$ cat src/rtl/ram_dma.sv
// Single-channel copy/fill engine that drives a synchronous RAM port.
// Copy alternates read and write cycles; fill writes one byte per cycle.
module ram_dma #(
  parameter int ADDR_W = 16,
  parameter int DATA_W = 8,
  parameter int LEN_W  = 16
) (
  input  logic              clk,
  input  logic              rst,
  input  logic              start,
  input  logic              mode,
  input  logic [ADDR_W-1:0] src,
  input  logic [ADDR_W-1:0] dst,
  input  logic [LEN_W-1:0]  len,
  input  logic [DATA_W-1:0] fill_val,
  input  logic              abort,
  output logic              busy,
  output logic              done,
  output logic              mem_rd,
  output logic              mem_wr,
  output logic [ADDR_W-1:0] mem_addr,
  output logic [DATA_W-1:0] mem_din,
  input  logic [DATA_W-1:0] mem_dout
);

  typedef enum logic [2:0] {
    S_IDLE,
    S_RD,
    S_WR,
    S_FILL,
    S_DONE
  } state_t;

  state_t            r_state;
  logic [ADDR_W-1:0] r_src;
  logic [ADDR_W-1:0] r_dst;
  logic [LEN_W-1:0]  r_cnt;
  logic [DATA_W-1:0] r_fill;
  logic              r_busy;
  logic              r_done;
  logic              r_rd;
  logic              r_wr;
  logic [ADDR_W-1:0] r_addr;

  logic              w_last;
  logic [ADDR_W-1:0] w_src_nxt;
  logic [ADDR_W-1:0] w_dst_nxt;

  assign w_last    = (r_cnt == LEN_W'(1));
  assign w_src_nxt = r_src + ADDR_W'(1);
  assign w_dst_nxt = r_dst + ADDR_W'(1);

  // Outputs are registered as the next state is chosen, so strobes, address
  // and busy never depend combinationally on start or abort.
  always_ff @(posedge clk) begin
    if (rst) begin
      r_state <= S_IDLE;
      r_src   <= '0;
      r_dst   <= '0;
      r_cnt   <= '0;
      r_fill  <= '0;
      r_busy  <= 1'b0;
      r_done  <= 1'b0;
      r_rd    <= 1'b0;
      r_wr    <= 1'b0;
      r_addr  <= '0;
    end else if (abort) begin
      r_state <= S_IDLE;
      r_busy  <= 1'b0;
      r_done  <= 1'b0;
      r_rd    <= 1'b0;
      r_wr    <= 1'b0;
    end else begin
      case (r_state)
        S_IDLE, S_DONE: begin
          r_busy <= 1'b0;
          r_done <= 1'b0;
          r_rd   <= 1'b0;
          r_wr   <= 1'b0;
          if (start) begin
            r_src  <= src;
            r_dst  <= dst;
            r_cnt  <= len;
            r_fill <= fill_val;
            if (len == '0) begin
              r_state <= S_DONE;
              r_done  <= 1'b1;
            end else if (mode) begin
              r_state <= S_FILL;
              r_busy  <= 1'b1;
              r_wr    <= 1'b1;
              r_addr  <= dst;
            end else begin
              r_state <= S_RD;
              r_busy  <= 1'b1;
              r_rd    <= 1'b1;
              r_addr  <= src;
            end
          end else begin
            r_state <= S_IDLE;
          end
        end
        S_RD: begin
          r_state <= S_WR;
          r_rd    <= 1'b0;
          r_wr    <= 1'b1;
          r_addr  <= r_dst;
        end
        S_WR: begin
          r_src <= w_src_nxt;
          r_dst <= w_dst_nxt;
          r_cnt <= r_cnt - LEN_W'(1);
          r_wr  <= 1'b0;
          if (w_last) begin
            r_state <= S_DONE;
            r_busy  <= 1'b0;
            r_done  <= 1'b1;
          end else begin
            r_state <= S_RD;
            r_rd    <= 1'b1;
            r_addr  <= w_src_nxt;
          end
        end
        S_FILL: begin
          r_dst <= w_dst_nxt;
          r_cnt <= r_cnt - LEN_W'(1);
          if (w_last) begin
            r_state <= S_DONE;
            r_busy  <= 1'b0;
            r_done  <= 1'b1;
            r_wr    <= 1'b0;
          end else begin
            r_addr <= w_dst_nxt;
          end
        end
        default: begin
          r_state <= S_IDLE;
          r_busy  <= 1'b0;
          r_done  <= 1'b0;
          r_rd    <= 1'b0;
          r_wr    <= 1'b0;
        end
      endcase
    end
  end

  assign busy     = r_busy;
  assign done     = r_done;
  assign mem_rd   = r_rd;
  assign mem_wr   = r_wr;
  assign mem_addr = r_addr;
  // Copy data flows straight from the RAM's registered output to its input.
  assign mem_din  = (r_state == S_WR) ? mem_dout : r_fill;

endmodule

$ cat config.mk
export PLATFORM = sky130hd
export DESIGN_NAME = ram_dma
export DESIGN_NICKNAME = d
export VERILOG_FILES = /design/src/rtl/ram_dma.sv
export SDC_FILE = /design/constraint.sdc
export NUM_CORES = 1
export LEC_CHECK = 0
export CORE_MARGIN = 4
export CORE_UTILIZATION = 57
export DETAILED_ROUTE_END_ITERATION = 8
export PLACE_DENSITY = 0.85
export SLEW_MARGIN = 15
export SYNTH_ARGS = -nofsm -noshare
export SYNTH_HDL_FRONTEND = slang
export SYNTH_SLANG_ARGS = --single-unit
$ cat constraint.sdc
create_clock -name clk -period 5.05 [get_ports clk]
set_input_delay 0.505 -clock clk [delete_from_list [all_inputs] [get_ports clk]]
set_output_delay 0.505 -clock clk [all_outputs]
set_load 0.1 [all_outputs]
==> results <==
- The flow ran to the end, and the final reports show no timing, DRC or antenna violations.
- The tool flagged a number of max-cap violations equal to 0.
- The end of the worst register-to-register path is mem_addr[4].
- The last weighted congestion value of the routability-driven placer is 0.954.
- Cells with a size suffix above 1 make up 5.83% of the layout.
- The top fanout value on the critical path is 40.
- The worst setup path is launched from a flop.
- The actual transition at the worst max-transition pin is 1.16 ns.
- The TritonCTS buffer count is 9.
- STA puts the critical path data arrival time at 3.51 ns.
- The sum of routed wire segments on met1 is 6740 microns.
- The total grt overflow is 0.
- For this run, the post-layout net count is 842.
- In this run the cell area of the synthesized design comes to 5250 sq um.
- The internal power summed over all cells is 1110 uW.
- The area share of fa/ha/maj cells after synthesis is 0.954%.
- Counting every instance in the synthesized netlist gives 717.
- In this run switching power makes up 34.9% of total power.
- The floorplan step defined a die boundary enclosing 10800 sq um.
- The time the final worst path needs with I/O delays and setup is 4.01 ns.
- The post-CTS repair timing setup buffer count is 0.
- The number of global-route vias before repair is 5558.
- The path depth of the worst reg2reg path is 5.
- Counting instances, the worst hold path has a depth of 2.
- The setup total negative slack is 0 ns.
- Summed over all nets, the half-perimeter wirelength after detailed placement is 11700 microns.
- The mean routed wirelength per cell is 19.0 microns.
- The clock passes through at most 2 buffers.
- The clock skew after layout is 0.0182 ns.
- After detailed routing, the met3 layer carries 1560 microns of wire.
- Summing the areas of all xor and xnor instances in the mapped netlist gives 2.17% of the synthesized area.
- After filler insertion, the fill cell instance count of the layout stands at 726.
- The global-route total usage across every layer is 30.4%.
- The wire length reported by the detailed router is 16700 microns.
- Setup violations remaining at the end of the flow were counted as 0.
- The total power per unit cell area is 269 nW/um^2.
- The overall via count from detail_route is 5942.
- The floorplan die height is 104 microns.
- The leakage power figure is 0.00223 uW.
- The commonest cells after synthesis are 106 x sky130_fd_sc_hd__nand2_1, 79 x sky130_fd_sc_hd__dfxtp_1, 63 x sky130_fd_sc_hd__nor2_1, 58 x sky130_fd_sc_hd__a21oi_1, 52 x sky130_fd_sc_hd__o21ai_0.
- Counting every net in the synthesized netlist gives 790.
- The portion of synthesized area spent on multiplexers is 3.89%.
- By area the synthesized netlist is led by sky130_fd_sc_hd__dfxtp_1 30%, sky130_fd_sc_hd__nand2_1 7.6%, sky130_fd_sc_hd__a21oi_1 5.5%.
- The worst slack at placement is 1.49 ns.
- In this run, synthesis produced a sequential element count of 79.
- The later pin in the worst-skew pair is clocked with a latency of 0.36 ns.
- The final count of hold timing violations is 0.
- The total clock sinks is 79.
- The first global-routing pass estimated 27500 microns of wire.
- For this configuration, the core starts out at a cell density of 59.3%.
- The most numerous cell in the Yosys netlist is sky130_fd_sc_hd__nand2_1.
- The number of antenna diodes in the final layout is 0.
- The largest net degree at the start of global routing is 71.
- The data required time at the worst endpoint is 4.55 ns.
- After clock tree synthesis, the repair step resized 0 gates.
- The core region is 8850 sq um.
- Setup repair after global routing left no endpoint under its margin.
- During placement, the flow inserted port buffers numbering 96.
- Summing the areas of all and, or, nand and nor instances in the mapped netlist gives 26.7% of the synthesized area.
- In this run, the combinational gates consume 28.1% of the power.
- The overall die width is 104 microns.
- In this run the most critical hold path is launched from r_fill[4].
- The clock root buffer is sky130_fd_sc_hd__clkbuf_8.
- The total I/O pin count is 97.
- The synthesized design devotes to its leading area cell type 30.2% of total area.
- The register clock-pin slew on the reported worst setup and hold paths is 0.08 ns.
- Of all flip-flops after synthesis, the portion carrying an async set or reset was 0%.
- The first-iteration detailed-routing DRC count is 599.
- The worst path uses 79.5% of the clock period.
- Summed over all nets, wire length on met2 after detailed routing comes to 8000 microns.
- The count of hold buffers inserted by post-cts repair is 0.
- After synthesis, flip-flops and latches occupy 30.2% of the total area.
- The worst hold endpoint is r_fill[4].
- After synthesis, the netlist uses 68 different library cells.
- Final hold analysis gives a worst-case slack of 0.460 ns.
- The average cell area after synthesis is 7.32 sq um.
- The most common flop cell mapped by yosys is sky130_fd_sc_hd__dfxtp_1.
- The number of antenna violations at the first check in global routing was 0.
- The relative contribution of sequential cells to total power is 42.1%.
- The floorplan has 34 rows.
- CTS built an H-tree with a depth of 3.
- The class of the tightest hold or removal check is reg2reg.
- The critical setup path kind is reg2out.
- The final worst setup slack is 1.04 ns.
- By area, the combinational part of the netlist is dominated by compound AO/OA/AOI/OAI gates.
- STA classifies the critical path endpoint as an output port.
- The area growth from synthesis to layout is 21.0%.
- For this run, the number of Yosys warnings is 0.
- In this run the top signal layer used is met4.
- The number of flops mapped to enable cells by yosys is 0.
- Across the VDD grid, the largest voltage drop is 0.205 mV.
- The residual DRC count is 0.
- The via density per instance is 6.75.
- The startpoint identified for the worst register-to-register timing path is r_cnt[2].
- TritonCTS built the clock tree.
- The internal reg-to-reg setup slack is 1.92 ns.
- The fraction of the mapped netlist area in compound gates is 30.3%.
- The share of total power dissipated in the clock network is 29.8%.
- The worst relative slew slack is 22.5%.
- The power spent charging and discharging nets is 596 uW.
- For this run, the top clock speed supported by timing is 0.249 GHz.
- The number of slew-limit violations in the final report is 0.
- The number of nets still failing antenna checks after routing is 0.
- Summed over all instances, the cell type with the most area after synthesis is sky130_fd_sc_hd__dfxtp_1.
- For this run, the detailed router's first-pass iteration total came to 7.
how the worst max path moves through the flow:
stage | cells past startpoint | endpoint | start | slack, ns
2_1_floorplan | 6 | mem_din[0] | r_state[2] | 2.57
6_report | 4 | mem_din[3] | r_state[1] | 1.04
5_1_grt | 4 | mem_din[7] | r_state[1] | 0.89
4_1_cts | 4 | mem_din[3] | r_state[1] | 1.11
3_5_place_dp | 4 | mem_din[3] | r_state[1] | 1.49
3_3_place_gp | 4 | mem_din[5] | r_state[1] | 1.58
kinds of logic (layout without fill, tap and decap cells):
group / count (synthesis) / after routing
AOI/OAI and AO/OA: 238 / 238
xor gates and xnor gates: 13 / 13
adders and majority gates: 4 / 4
buffers and inverters: 73 / 128
DFF: 79 / 79
muxes: 20 / 20
and+or+nand+nor: 290 / 290
area by class of cell:
| cell class | instances | area, sq um | share of cell area [%] |
|---|---|---|---|
| Multi-Input combinational cell | 565 | 3380 | 53.2 |
| Timing Repair Buffer | 104 | 1020 | 16.0 |
| Clock inverter | 4 | 72.6 | 1.14 |
| Inverter | 10 | 37.5 | 0.591 |
| Tap cell | 108 | 135 | 2.13 |
| Clock buffer | 10 | 128 | 2.01 |
| Sequential cell | 79 | 1580 | 24.9 |
per-stage QoR:
stage	util [%]	instances	instance area (sq um)	power (uW)
floorplan	-	717	5250	1050
global placement	69.5	866	6150	1190
detailed placement	69.5	866	6150	1200
CTS	71.7	880	6350	1700
global route	71.7	880	6350	1770
finish	71.7	880	6350	1710
state kept, by name (all words and copies together), names as in the netlist:
name,count
r_dst,16
r_src,16
r_fill,8
mem_wr,1
mem_addr,16
r_state,3
r_cnt,16
busy,1
done,1
mem_rd,1
cell usage in the layout, fill, tap and decap left out, types with 6 or more instances in the layout:
cell                              count
sky130_fd_sc_hd__o21ai_0             52
sky130_fd_sc_hd__a21o_1               6
sky130_fd_sc_hd__a211oi_1            11
sky130_fd_sc_hd__o22ai_1              6
sky130_fd_sc_hd__a21oi_1             57
sky130_fd_sc_hd__a22oi_1             19
sky130_fd_sc_hd__and4_1               7
sky130_fd_sc_hd__inv_1               10
sky130_fd_sc_hd__nand2b_1             6
sky130_fd_sc_hd__xnor2_1             10
sky130_fd_sc_hd__a32o_1              11
sky130_fd_sc_hd__nor4_1              14
sky130_fd_sc_hd__nand3_1             19
sky130_fd_sc_hd__nand4_1             22
sky130_fd_sc_hd__nor3_1              16
sky130_fd_sc_hd__nand2_1            106
sky130_fd_sc_hd__buf_4                8
sky130_fd_sc_hd__mux2i_1             17
sky130_fd_sc_hd__dfxtp_1             79
sky130_fd_sc_hd__clkbuf_8             9
sky130_fd_sc_hd__nor2_1              63
sky130_fd_sc_hd__o31ai_1             11
sky130_fd_sc_hd__clkdlybuf4s50_1     95
metal layers:
metal / up-vias / GRT usage, %
li1: 2761 / -
met1: 2795 / 38.6
met2: 334 / 50.9
met3: 52 / 5.83
met4: 0 / 11.8
met5: - / 0
power by group through the flow:
stage	Combinational (uW)	Sequential, uW	Clock [uW]
after floorplan	263	785	0
after global placement	462	727	0
after detailed placement	472	730	0
after CTS	474	716	509
after global routing	511	725	538
final	480	719	510
worst max-delay path, stage by stage, from the launching register on:
cell and delay (ns):
sky130_fd_sc_hd__dfxtp_1 1.04, sky130_fd_sc_hd__or3b_2 0.87, sky130_fd_sc_hd__nand2_1 0.17, sky130_fd_sc_hd__nand2_1 0.08, sky130_fd_sc_hd__clkdlybuf4s50_1 0.98
Note: power is estimated with default switching activity, not from simulation.
